## src/rtl/riscv_ctrl_pkg.sv

```systemverilog
// Shared encodings for the multi-cycle RISC-V controller and the immediate generator.
// The imm_sel codes here are the contract between the two blocks.
package riscv_ctrl_pkg;

  localparam logic [6:0] OPC_LUI    = 7'b0110111;
  localparam logic [6:0] OPC_JAL    = 7'b1101111;
  localparam logic [6:0] OPC_BRANCH = 7'b1100011;
  localparam logic [6:0] OPC_LOAD   = 7'b0000011;
  localparam logic [6:0] OPC_STORE  = 7'b0100011;
  localparam logic [6:0] OPC_OPIMM  = 7'b0010011;
  localparam logic [6:0] OPC_OP     = 7'b0110011;
  localparam logic [6:0] OPC_SYSTEM = 7'b1110011;

  typedef enum logic [2:0] {
    S_IDLE, S_FETCH, S_DECODE, S_EXEC, S_MEM, S_WB, S_HALT
  } state_e;

  typedef enum logic [3:0] {
    ALU_ADD, ALU_SUB, ALU_AND, ALU_OR, ALU_XOR,
    ALU_SLL, ALU_SRL, ALU_SRA, ALU_SLT, ALU_SLTU
  } alu_op_e;

  typedef enum logic [2:0] {IMM_I, IMM_S, IMM_B, IMM_U, IMM_J} imm_sel_e;
  typedef enum logic [1:0] {PC_PLUS4, PC_BRANCH, PC_JAL} pc_src_e;
  typedef enum logic [1:0] {WB_ALU, WB_MEM, WB_PC4, WB_IMM} wb_sel_e;
  typedef enum logic [1:0] {FLT_NONE, FLT_ILLEGAL, FLT_TIMEOUT, FLT_EBREAK} fault_e;

  typedef enum logic [2:0] {
    CLS_OP, CLS_OPIMM, CLS_LUI, CLS_JAL, CLS_BRANCH, CLS_LOAD, CLS_STORE, CLS_EBREAK
  } cls_e;

  // alt selects SUB/SRA; callers decide when funct7[5] is meaningful.
  function automatic alu_op_e alu_dec(input logic [2:0] f3, input logic alt);
    case (f3)
      3'b000:  return alt ? ALU_SUB : ALU_ADD;
      3'b001:  return ALU_SLL;
      3'b010:  return ALU_SLT;
      3'b011:  return ALU_SLTU;
      3'b100:  return ALU_XOR;
      3'b101:  return alt ? ALU_SRA : ALU_SRL;
      3'b110:  return ALU_OR;
      default: return ALU_AND;
    endcase
  endfunction

endpackage

```

## src/rtl/riscv_ctrl_decode.sv

```systemverilog
// Combinational IR decoder: instruction class, ALU op, immediate format and legality.
module riscv_ctrl_decode
  import riscv_ctrl_pkg::*;
(
  input  logic [31:0] instr_i,
  output cls_e        cls_o,
  output alu_op_e     alu_op_o,
  output imm_sel_e    imm_sel_o,
  output logic        illegal_o
);

  logic [6:0] opc;
  logic [2:0] f3;
  logic [6:0] f7;
  logic       unused_bits;

  assign opc = instr_i[6:0];
  assign f3  = instr_i[14:12];
  assign f7  = instr_i[31:25];
  assign unused_bits = ^{instr_i[11:7], instr_i[19:15], instr_i[24:21]};

  always_comb begin
    cls_o     = CLS_OP;
    alu_op_o  = ALU_ADD;
    imm_sel_o = IMM_I;
    illegal_o = 1'b0;
    case (opc)
      OPC_LUI:    begin cls_o = CLS_LUI; imm_sel_o = IMM_U; end
      OPC_JAL:    begin cls_o = CLS_JAL; imm_sel_o = IMM_J; end
      OPC_BRANCH: begin
        cls_o     = CLS_BRANCH;
        imm_sel_o = IMM_B;
        alu_op_o  = ALU_SUB;
        illegal_o = (f3[2:1] != 2'b00);
      end
      OPC_LOAD:   cls_o = CLS_LOAD;
      OPC_STORE:  begin cls_o = CLS_STORE; imm_sel_o = IMM_S; end
      OPC_OPIMM:  begin
        cls_o    = CLS_OPIMM;
        alu_op_o = alu_dec(f3, (f3 == 3'b101) && f7[5]);
      end
      OPC_OP:     begin
        cls_o     = CLS_OP;
        alu_op_o  = alu_dec(f3, f7[5]);
        illegal_o = !((f7 == 7'b0000000) ||
                      ((f7 == 7'b0100000) && ((f3 == 3'b000) || (f3 == 3'b101))));
      end
      // Only EBREAK is supported from the SYSTEM space; ECALL is treated as illegal.
      OPC_SYSTEM: begin cls_o = CLS_EBREAK; illegal_o = !instr_i[20]; end
      default:    illegal_o = 1'b1;
    endcase
  end

endmodule

```

## src/rtl/riscv_multicycle_ctrl.sv

```systemverilog
// Multi-cycle RV32I-subset controller: FSM, memory wait/timeout counter and retire counter.
// Strobes are decoded combinationally from the current state and the held IR.
module riscv_multicycle_ctrl
  import riscv_ctrl_pkg::*;
#(
  parameter int unsigned MEM_TIMEOUT = 15,
  parameter int unsigned INSTRET_W   = 32
) (
  input  logic                 sysclk,
  input  logic                 rst_n,
  input  logic [31:0]          instruction,
  input  logic                 alu_zero,
  input  logic                 mem_ready,
  output logic                 mem_req,
  output logic                 mem_we,
  output logic                 mem_addr_sel,
  output logic                 ir_write,
  output logic                 pc_write,
  output logic [1:0]           pc_src,
  output logic                 reg_write,
  output logic [1:0]           wb_sel,
  output logic                 alu_src_b,
  output logic [3:0]           alu_op,
  output logic [2:0]           imm_sel,
  output logic                 halted,
  output logic [1:0]           fault,
  output logic [2:0]           state,
  output logic [INSTRET_W-1:0] instret
);

  state_e               state_q, state_d;
  fault_e               fault_q, fault_d;
  logic [7:0]           wait_q, wait_d;
  logic [INSTRET_W-1:0] instret_q;
  logic                 retire, timeout, taken, in_mem_phase;

  cls_e     dec_cls;
  alu_op_e  dec_alu_op;
  imm_sel_e dec_imm_sel;
  logic     dec_illegal;

  riscv_ctrl_decode u_decode (
    .instr_i   (instruction),
    .cls_o     (dec_cls),
    .alu_op_o  (dec_alu_op),
    .imm_sel_o (dec_imm_sel),
    .illegal_o (dec_illegal)
  );

  assign in_mem_phase = (state_q == S_FETCH) || (state_q == S_MEM);
  // A ready arriving in the final allowed cycle still completes the transfer.
  assign timeout = !mem_ready && (wait_q == 8'(MEM_TIMEOUT - 1));
  assign taken   = instruction[12] ? !alu_zero : alu_zero;

  always_comb begin
    state_d = state_q;
    fault_d = fault_q;
    retire  = 1'b0;
    case (state_q)
      S_IDLE:   state_d = S_FETCH;
      S_FETCH:  begin
        if (mem_ready)    state_d = S_DECODE;
        else if (timeout) begin state_d = S_HALT; fault_d = FLT_TIMEOUT; end
      end
      S_DECODE: begin
        if (dec_illegal) begin
          state_d = S_HALT; fault_d = FLT_ILLEGAL;
        end else if (dec_cls == CLS_EBREAK) begin
          state_d = S_HALT; fault_d = FLT_EBREAK; retire = 1'b1;
        end else begin
          state_d = S_EXEC;
        end
      end
      S_EXEC:   begin
        case (dec_cls)
          CLS_BRANCH, CLS_JAL, CLS_LUI: begin state_d = S_FETCH; retire = 1'b1; end
          CLS_LOAD, CLS_STORE:          state_d = S_MEM;
          default:                      state_d = S_WB;
        endcase
      end
      S_MEM:    begin
        if (mem_ready) begin
          if (dec_cls == CLS_STORE) begin state_d = S_FETCH; retire = 1'b1; end
          else                            state_d = S_WB;
        end else if (timeout) begin
          state_d = S_HALT; fault_d = FLT_TIMEOUT;
        end
      end
      S_WB:     begin state_d = S_FETCH; retire = 1'b1; end
      default:  state_d = S_HALT;
    endcase

    wait_d = wait_q;
    if ((state_d != state_q) && ((state_d == S_FETCH) || (state_d == S_MEM)))
      wait_d = 8'd0;
    else if (in_mem_phase && !mem_ready)
      wait_d = wait_q + 8'd1;
  end

  always_ff @(posedge sysclk or negedge rst_n) begin
    if (!rst_n) begin
      state_q   <= S_IDLE;
      fault_q   <= FLT_NONE;
      wait_q    <= 8'd0;
      instret_q <= '0;
    end else begin
      state_q <= state_d;
      fault_q <= fault_d;
      wait_q  <= wait_d;
      if (retire) instret_q <= instret_q + INSTRET_W'(1);
    end
  end

  always_comb begin
    mem_req      = 1'b0;
    mem_we       = 1'b0;
    mem_addr_sel = 1'b0;
    ir_write     = 1'b0;
    pc_write     = 1'b0;
    pc_src       = PC_PLUS4;
    reg_write    = 1'b0;
    wb_sel       = WB_ALU;
    alu_src_b    = 1'b0;
    alu_op       = ALU_ADD;
    imm_sel      = IMM_I;
    if ((state_q == S_DECODE) || (state_q == S_EXEC) || (state_q == S_MEM) || (state_q == S_WB)) begin
      imm_sel   = dec_imm_sel;
      alu_op    = dec_alu_op;
      alu_src_b = !((dec_cls == CLS_OP) || (dec_cls == CLS_BRANCH));
    end
    case (state_q)
      S_FETCH: begin
        mem_req  = 1'b1;
        ir_write = mem_ready;
      end
      S_EXEC: begin
        case (dec_cls)
          CLS_BRANCH: begin pc_write = 1'b1; pc_src = taken ? PC_BRANCH : PC_PLUS4; end
          CLS_JAL:    begin pc_write = 1'b1; pc_src = PC_JAL; reg_write = 1'b1; wb_sel = WB_PC4; end
          CLS_LUI:    begin pc_write = 1'b1; reg_write = 1'b1; wb_sel = WB_IMM; end
          default:    ;
        endcase
      end
      S_MEM: begin
        mem_req      = 1'b1;
        mem_addr_sel = 1'b1;
        mem_we       = (dec_cls == CLS_STORE);
        pc_write     = mem_ready && (dec_cls == CLS_STORE);
      end
      S_WB: begin
        reg_write = 1'b1;
        wb_sel    = (dec_cls == CLS_LOAD) ? WB_MEM : WB_ALU;
        pc_write  = 1'b1;
      end
      default: ;
    endcase
  end

  assign halted  = (state_q == S_HALT);
  assign fault   = fault_q;
  assign state   = state_q;
  assign instret = instret_q;

endmodule

```

## config.mk

```make
export PLATFORM = sky130hd
export DESIGN_NAME = riscv_multicycle_ctrl
export DESIGN_NICKNAME = d
export VERILOG_FILES = /design/src/rtl/riscv_ctrl_pkg.sv /design/src/rtl/riscv_ctrl_decode.sv /design/src/rtl/riscv_multicycle_ctrl.sv
export SDC_FILE = /design/constraint.sdc
export NUM_CORES = 1
export LEC_CHECK = 0
export BUFFER_PORTS_ARGS = -buffer_cell sky130_fd_sc_hd__buf_2
export CAP_MARGIN = 20
export CORE_MARGIN = 5
export CORE_UTILIZATION = 40
export CTS_CLUSTER_DIAMETER = 80
export DETAILED_ROUTE_END_ITERATION = 16
export PLACE_DENSITY = 0.72
export RECOVER_POWER = 25
export REMOVE_ABC_BUFFERS = 1
export SYNTH_ARGS = -nofsm -noshare
export SYNTH_HDL_FRONTEND = slang
export SYNTH_SLANG_ARGS = --single-unit
export TNS_END_PERCENT = 30
```

## constraint.sdc

```tcl
create_clock -name sysclk -period 2.85 [get_ports sysclk]
set_input_delay 0.57 -clock sysclk [delete_from_list [all_inputs] [get_ports sysclk]]
set_output_delay 0.57 -clock sysclk [all_outputs]
set_load 0.1 [all_outputs]
```

* After elaboration in Yosys (flattened, before gate mapping)
Cells that the tools add are included.
W data, S select, Z words.
** Operators by class
- Equal/unequal tests :: 34
- Muxes and demuxes :: 48
- $add $sub $neg :: 2
- Reduce and logical (&&, ||, !) cells :: 33
** Operator list (number)
- $pmux W4 S7 :: 2
- $eq A3 B3 Y1 const B :: 11
- $add A32 B1 Y32 const B :: 1
- $eq A7 B6 Y1 const B :: 4
- $eq A7 B7 Y1 const B :: 3
- $mux W3 :: 7
- $pmux W3 S7 :: 1
- $eq A3 B2 Y1 const B :: 6
- $mux W1 :: 18
- $mux W8 :: 2
- $pmux W2 S2 :: 4
- $pmux W3 S5 :: 1
- $pmux W3 S4 :: 1
- $pmux W4 S3 :: 1
- $mux W2 :: 5
- $eq A3 B1 Y1 const B :: 3
- $logic_not A3 Y1 :: 3
- $add A8 B1 Y8 const B :: 1
- $eq A8 B4 Y1 const B :: 1
- $logic_or A1 B1 Y1 :: 8
- $pmux W1 S4 :: 2
- $reduce_or A2 Y1 :: 4
- $eq A7 B2 Y1 const B :: 1
- $eq A7 B5 Y1 const B :: 1
- 15 further kinds :: 26
** Storage, ports and cells
- Register bits :: 45
- Bits of input ports :: 36
- Output and inout port bits :: 56
- Word-level logic and storage cells :: 121

* Depth between registers and ports, before layout
- Depth in word-level cells :: 12
- Mapped depth :: 9

* Hierarchy
From an unflattened synthesis, not the netlist that was laid out.
** Second synthesis, totals
- Cells, all modules :: 322
- Area, all modules :: 3060.4 um^2
** By module, submodules not included
- riscv_multicycle_ctrl :: area an instance 2721.4 um^2, sequential area each 1126.1 um^2, instances 1, cells each 265
- riscv_ctrl_decode :: area an instance 339.1 um^2, sequential area each 0.0 um^2, instances 1, cells each 57

* Least setup slack after synthesis
No wires, ideal clock.
- Path kind :: register to output
- From :: register state_q[1], in the netlist state[1]
- To :: output alu_op[2]
- Buffers on the path :: 1
- Data required time :: 2.280 ns
- Slack :: -1.579 ns
- Arrival :: 3.859 ns
- Cell stages (with the launch flop) :: 6
- Path through :: dfrtp_1 > clkbuf_1 > nand2_1 > and2_0 > nand3b_1 > nor3_1
** Between the ends
- Longest elaborated chain between the ends :: 5
** RTL lines
- start, declared :: RTL line riscv_multicycle_ctrl.sv:31 : state_e state_q, state_d;
- start signal, assigned :: RTL line riscv_multicycle_ctrl.sv:107 : state_q <= state_d;
- $eq A3 B2 Y1 :: RTL line riscv_multicycle_ctrl.sv:126 : if ((state_q == S_DECODE) || (state_q == S_EXEC) || (state_q == S_MEM) || (state_q == S_WB)) begin
- $logic_or A1 B1 Y1 (2 in series) :: RTL line riscv_multicycle_ctrl.sv:126
- $logic_or A1 B1 Y1 * :: RTL line riscv_multicycle_ctrl.sv:126
- $mux W4 * :: RTL line riscv_multicycle_ctrl.sv:126
- end, declared :: RTL line riscv_multicycle_ctrl.sv:23 : output logic [3:0] alu_op,
Every way passes the cells marked *; elsewhere a longest branch is shown, timed or not.

* Final worst setup path
- From :: input instruction[4]
- To :: output pc_write
** Between the ends
- Longest elaborated chain between the ends :: 6
** RTL lines
- start, declared :: RTL line riscv_multicycle_ctrl.sv:11 : input logic [31:0] instruction,
- $eq A7 B7 Y1 (tied with other cells) :: RTL line riscv_ctrl_decode.sv:27 : case (opc)
- $pmux W3 S7 * :: RTL line riscv_ctrl_decode.sv:27
- $eq A3 B3 Y1 / $eq A3 B2 Y1 (equally long branches) :: RTL line riscv_multicycle_ctrl.sv:137 : case (dec_cls)
- $reduce_or A3 Y1 (no source line)
- $mux W1 :: RTL line riscv_multicycle_ctrl.sv:137
- $pmux W1 S3 * :: RTL line riscv_multicycle_ctrl.sv:131 : case (state_q)
- end, declared :: RTL line riscv_multicycle_ctrl.sv:18 : output logic pc_write,
Marks and branches as above.

==> results.json <==
{
  "synthFlopType": "dfrtp_1",
  "finalHoldViolCount": 0,
  "antenna_found_initial": 0,
  "grt_max_degree": 46,
  "met2_usage_pct": 25.13,
  "synth_top_area_share_pct": 40.18,
  "die_w_um": 93.71,
  "p_leak_nw": 1.774,
  "swShare_pct": 54.43,
  "multi_input_area_um2": 1589,
  "grt_pass1_vias": 2515,
  "busiest_layer": "met2",
  "wire_per_inst_um": 14.67,
  "cts-root-buf": "clkbuf_8",
  "setup_viol": 0,
  "cap_viol_max_count": 1,
  "post-route-util_pct": 53.76,
  "drt.antenna.violating_nets": 0,
  "grt_usage_pct": 16.36,
  "cp_max_fo": 10,
  "clock_latency_ns": 0.31,
  "row_count": 30,
  "fin_cells": 488,
  "period_minus_slack_ns": 2.696,
  "yosysMostFrequentCell": "dfrtp_1",
  "tightestPinTransition_ns": 1.895,
  "register_area_um2": 1126,
  "ys_warn_count": 0,
  "use_met1_pct": 22.87,
  "synth_top_cell_by_area": "dfrtp_1",
  "crit_required_ns": 2.28,
  "finalClockSkew_ns": 0.01015,
  "hpwl_mm": 5.341,
  "clock_path_buffers": 2,
  "pwr-share-comb_pct": 56.1,
  "ys_ff_latch": 45,
  "r2r_end": "wait_q[2]",
  "final_max_slew_viol_count": 42,
  "p_seq_share_pct": 28.6,
  "fin_crit_sh_pct": 94.59,
  "violations": "max-capacitance violations, max-slew violations",
  "internal-power_mw": 1.302,
  "vias_per_cell": 5.285,
  "clock_sinks": 45,
  "postPlaceCellArea_um2": 3527,
  "yosysSeqAreaShare_pct": 40.18,
  "cts_setup_buffers": 0,
  "placed_cells": 479,
  "n_antenna_cell": 0,
  "relSlewSlack_pct": -26.30,
  "dieArea_um2": 8781,
  "fmax_ghz": 0.3709,
  "p_total_mw": 2.857,
  "fillers": 623,
  "syn_inst": 304,
  "io_pins": 92,
  "cts_made_buffers": 5,
  "synth_edf_count": 0,
  "ys_types": 56,
  "timing.rr.start": "wait_q[0]",
  "drc": 0,
  "cp_cell_sequence": "buf_2 > or3b_2 > a21boi_1 > o2111a_1 > or2_2 > buf_12",
  "htreeDepth": 2,
  "hp-class": "in -> async",
  "gp_congestion": 0.8611,
  "drt-initial-drc-count": 126,
  "drive_gt1_share_pct": 29.08,
  "start_util_pct": 41.25,
  "rsz0062_at_grt": "no",
  "irDropWorstVdd_mv": 0.6399,
  "power.density_nw_per_um2": 782.2,
  "p_sw_mw": 1.555,
  "numPortBuffers": 77,
  "clkTransAtPathRegs_ns": 0.09,
  "worstPathArrival_ns": 2.13,
  "reg2reg_depth": 9,
  "max_stage_delay_ns": 0.46,
  "ys_top_cells_by_count": "dfrtp_1, nand2_1, nor2_1, xnor2_1, xor2_1",
  "status": "finished with violations",
  "crit_path_end_kind": "primary output",
  "final_area_um2": 3652,
  "synth.avg_cell_area_um2": 9.219,
  "grt_pass1_wl_mm": 11.76,
  "crit_type": "in -> out",
  "die_y_um": 93.71,
  "dr_total_vias": 2579,
  "startpoint_type": "input pin",
  "critPathSlowestCell": "or3b_2",
  "globalRouteMet3Util_pct": 4.567,
  "synth.area.top_cells": "dfrtp_1, xnor2_1, xor2_1",
  "drtPass1Iterations": 4,
  "netlist_area_um2": 2803,
  "r2r_slack_ns": 0.35,
  "cts_tree": "done",
  "async_flop_share_pct": 100.0,
  "clock_power_share_pct": 15.3,
  "nNetsFinal": 430,
  "core_um2": 6794,
  "grt-ovfl-total": 0,
  "wl_mm": 7.158,
  "syn2layout_area_growth_pct": 30.31,
  "fin_setup_tns_ns": 0
}
repair_timing:
action                     in CTS  in global routing
setup endpoints to repair       0                  5
hold buffers                    0                  0
resized for setup               0                  3
worst max-delay path: cells and delay by family:
family                 cells  cell delay [ns]
buffers and inverters      2             0.36
AO/OA/AOI/OAI              2             0.59
AND/OR/NAND/NOR            2             0.61
area by class of cell:
class | instances | area share (%)
multi-input cells | 239 | 43.51
inverters | 6 | 0.6167
well taps | 96 | 3.289
clock buffers | 6 | 2.261
clock inverters | 2 | 0.4796
repair buffers | 94 | 19.01
flip-flops and latches | 45 | 30.83
placed cells by master, fill, tap and decap left out, types with 12 or more instances in the layout:
cell | synthesis | final
nand3_1 | 19 | 19
buf_4 | 2 | 16
nor3_1 | 16 | 14
nand4_1 | 13 | 13
dfrtp_1 | 45 | 45
buf_2 | 4 | 64
buf_12 | 0 | 12
nor2_1 | 23 | 23
xnor2_1 | 21 | 21
xor2_1 | 20 | 20
nand2_1 | 27 | 27
per-stage QoR:
stage | hold slack [ns] | setup WS (ns)
global route | 0.07816 | 0.02397
floorplan | 0.2744 | -1.510
finish | 0.09167 | 0.1541
detailed placement | 0.4514 | 0.02660
CTS | 0.4564 | 0.08092
global placement | 0.4521 | 0.03756
layer usage:
layer	up-vias	routed length (um)
met4	0	72
met3	9	378
met5	-	0
met1	1229	3324
li1	1282	-
met2	59	3383
how the worst max path moves through the flow:
stage / from / cells past startpoint / slack (ns) / endpoint
after global placement: instruction[4] / 8 / 0.04 / instret[25]
after CTS: instruction[2] / 8 / 0.08 / alu_op[0]
after detailed placement: instruction[4] / 8 / 0.03 / wait_q[3]
after floorplan: state[1] / 5 / -1.51 / alu_op[2]
after global routing: state[1] / 6 / 0.02 / alu_op[3]
final: instruction[4] / 6 / 0.15 / pc_write
sequential cells by signal, indices dropped and copies added, names as in the netlist:
register  count
instret      32
fault         2
wait_q        8
state         3
power groups by stage:
stage / Sequential [mW] / Clock, mW / Combinational (mW)
after floorplan: 1.24 / 0 / 0.758
after CTS: 0.815 / 0.452 / 1.60
final: 0.816 / 0.438 / 1.60
after global routing: 0.832 / 0.481 / 1.69
after detailed placement: 0.827 / 0 / 1.59
after global placement: 0.820 / 0 / 1.57
cells by family after synthesis:
group                      count (synthesis)  synth area share (%)
buffers and inverters                     20                 3.705
and+or+nand+nor                          151                 30.49
AOI/OAI and AO/OA                         44                 11.47
xor gates and xnor gates                  41                 12.81
DFF                                       45                 40.18
adders and majority gates                  3                 1.339
No activity file was read; power rests on OpenSTA's default activity.
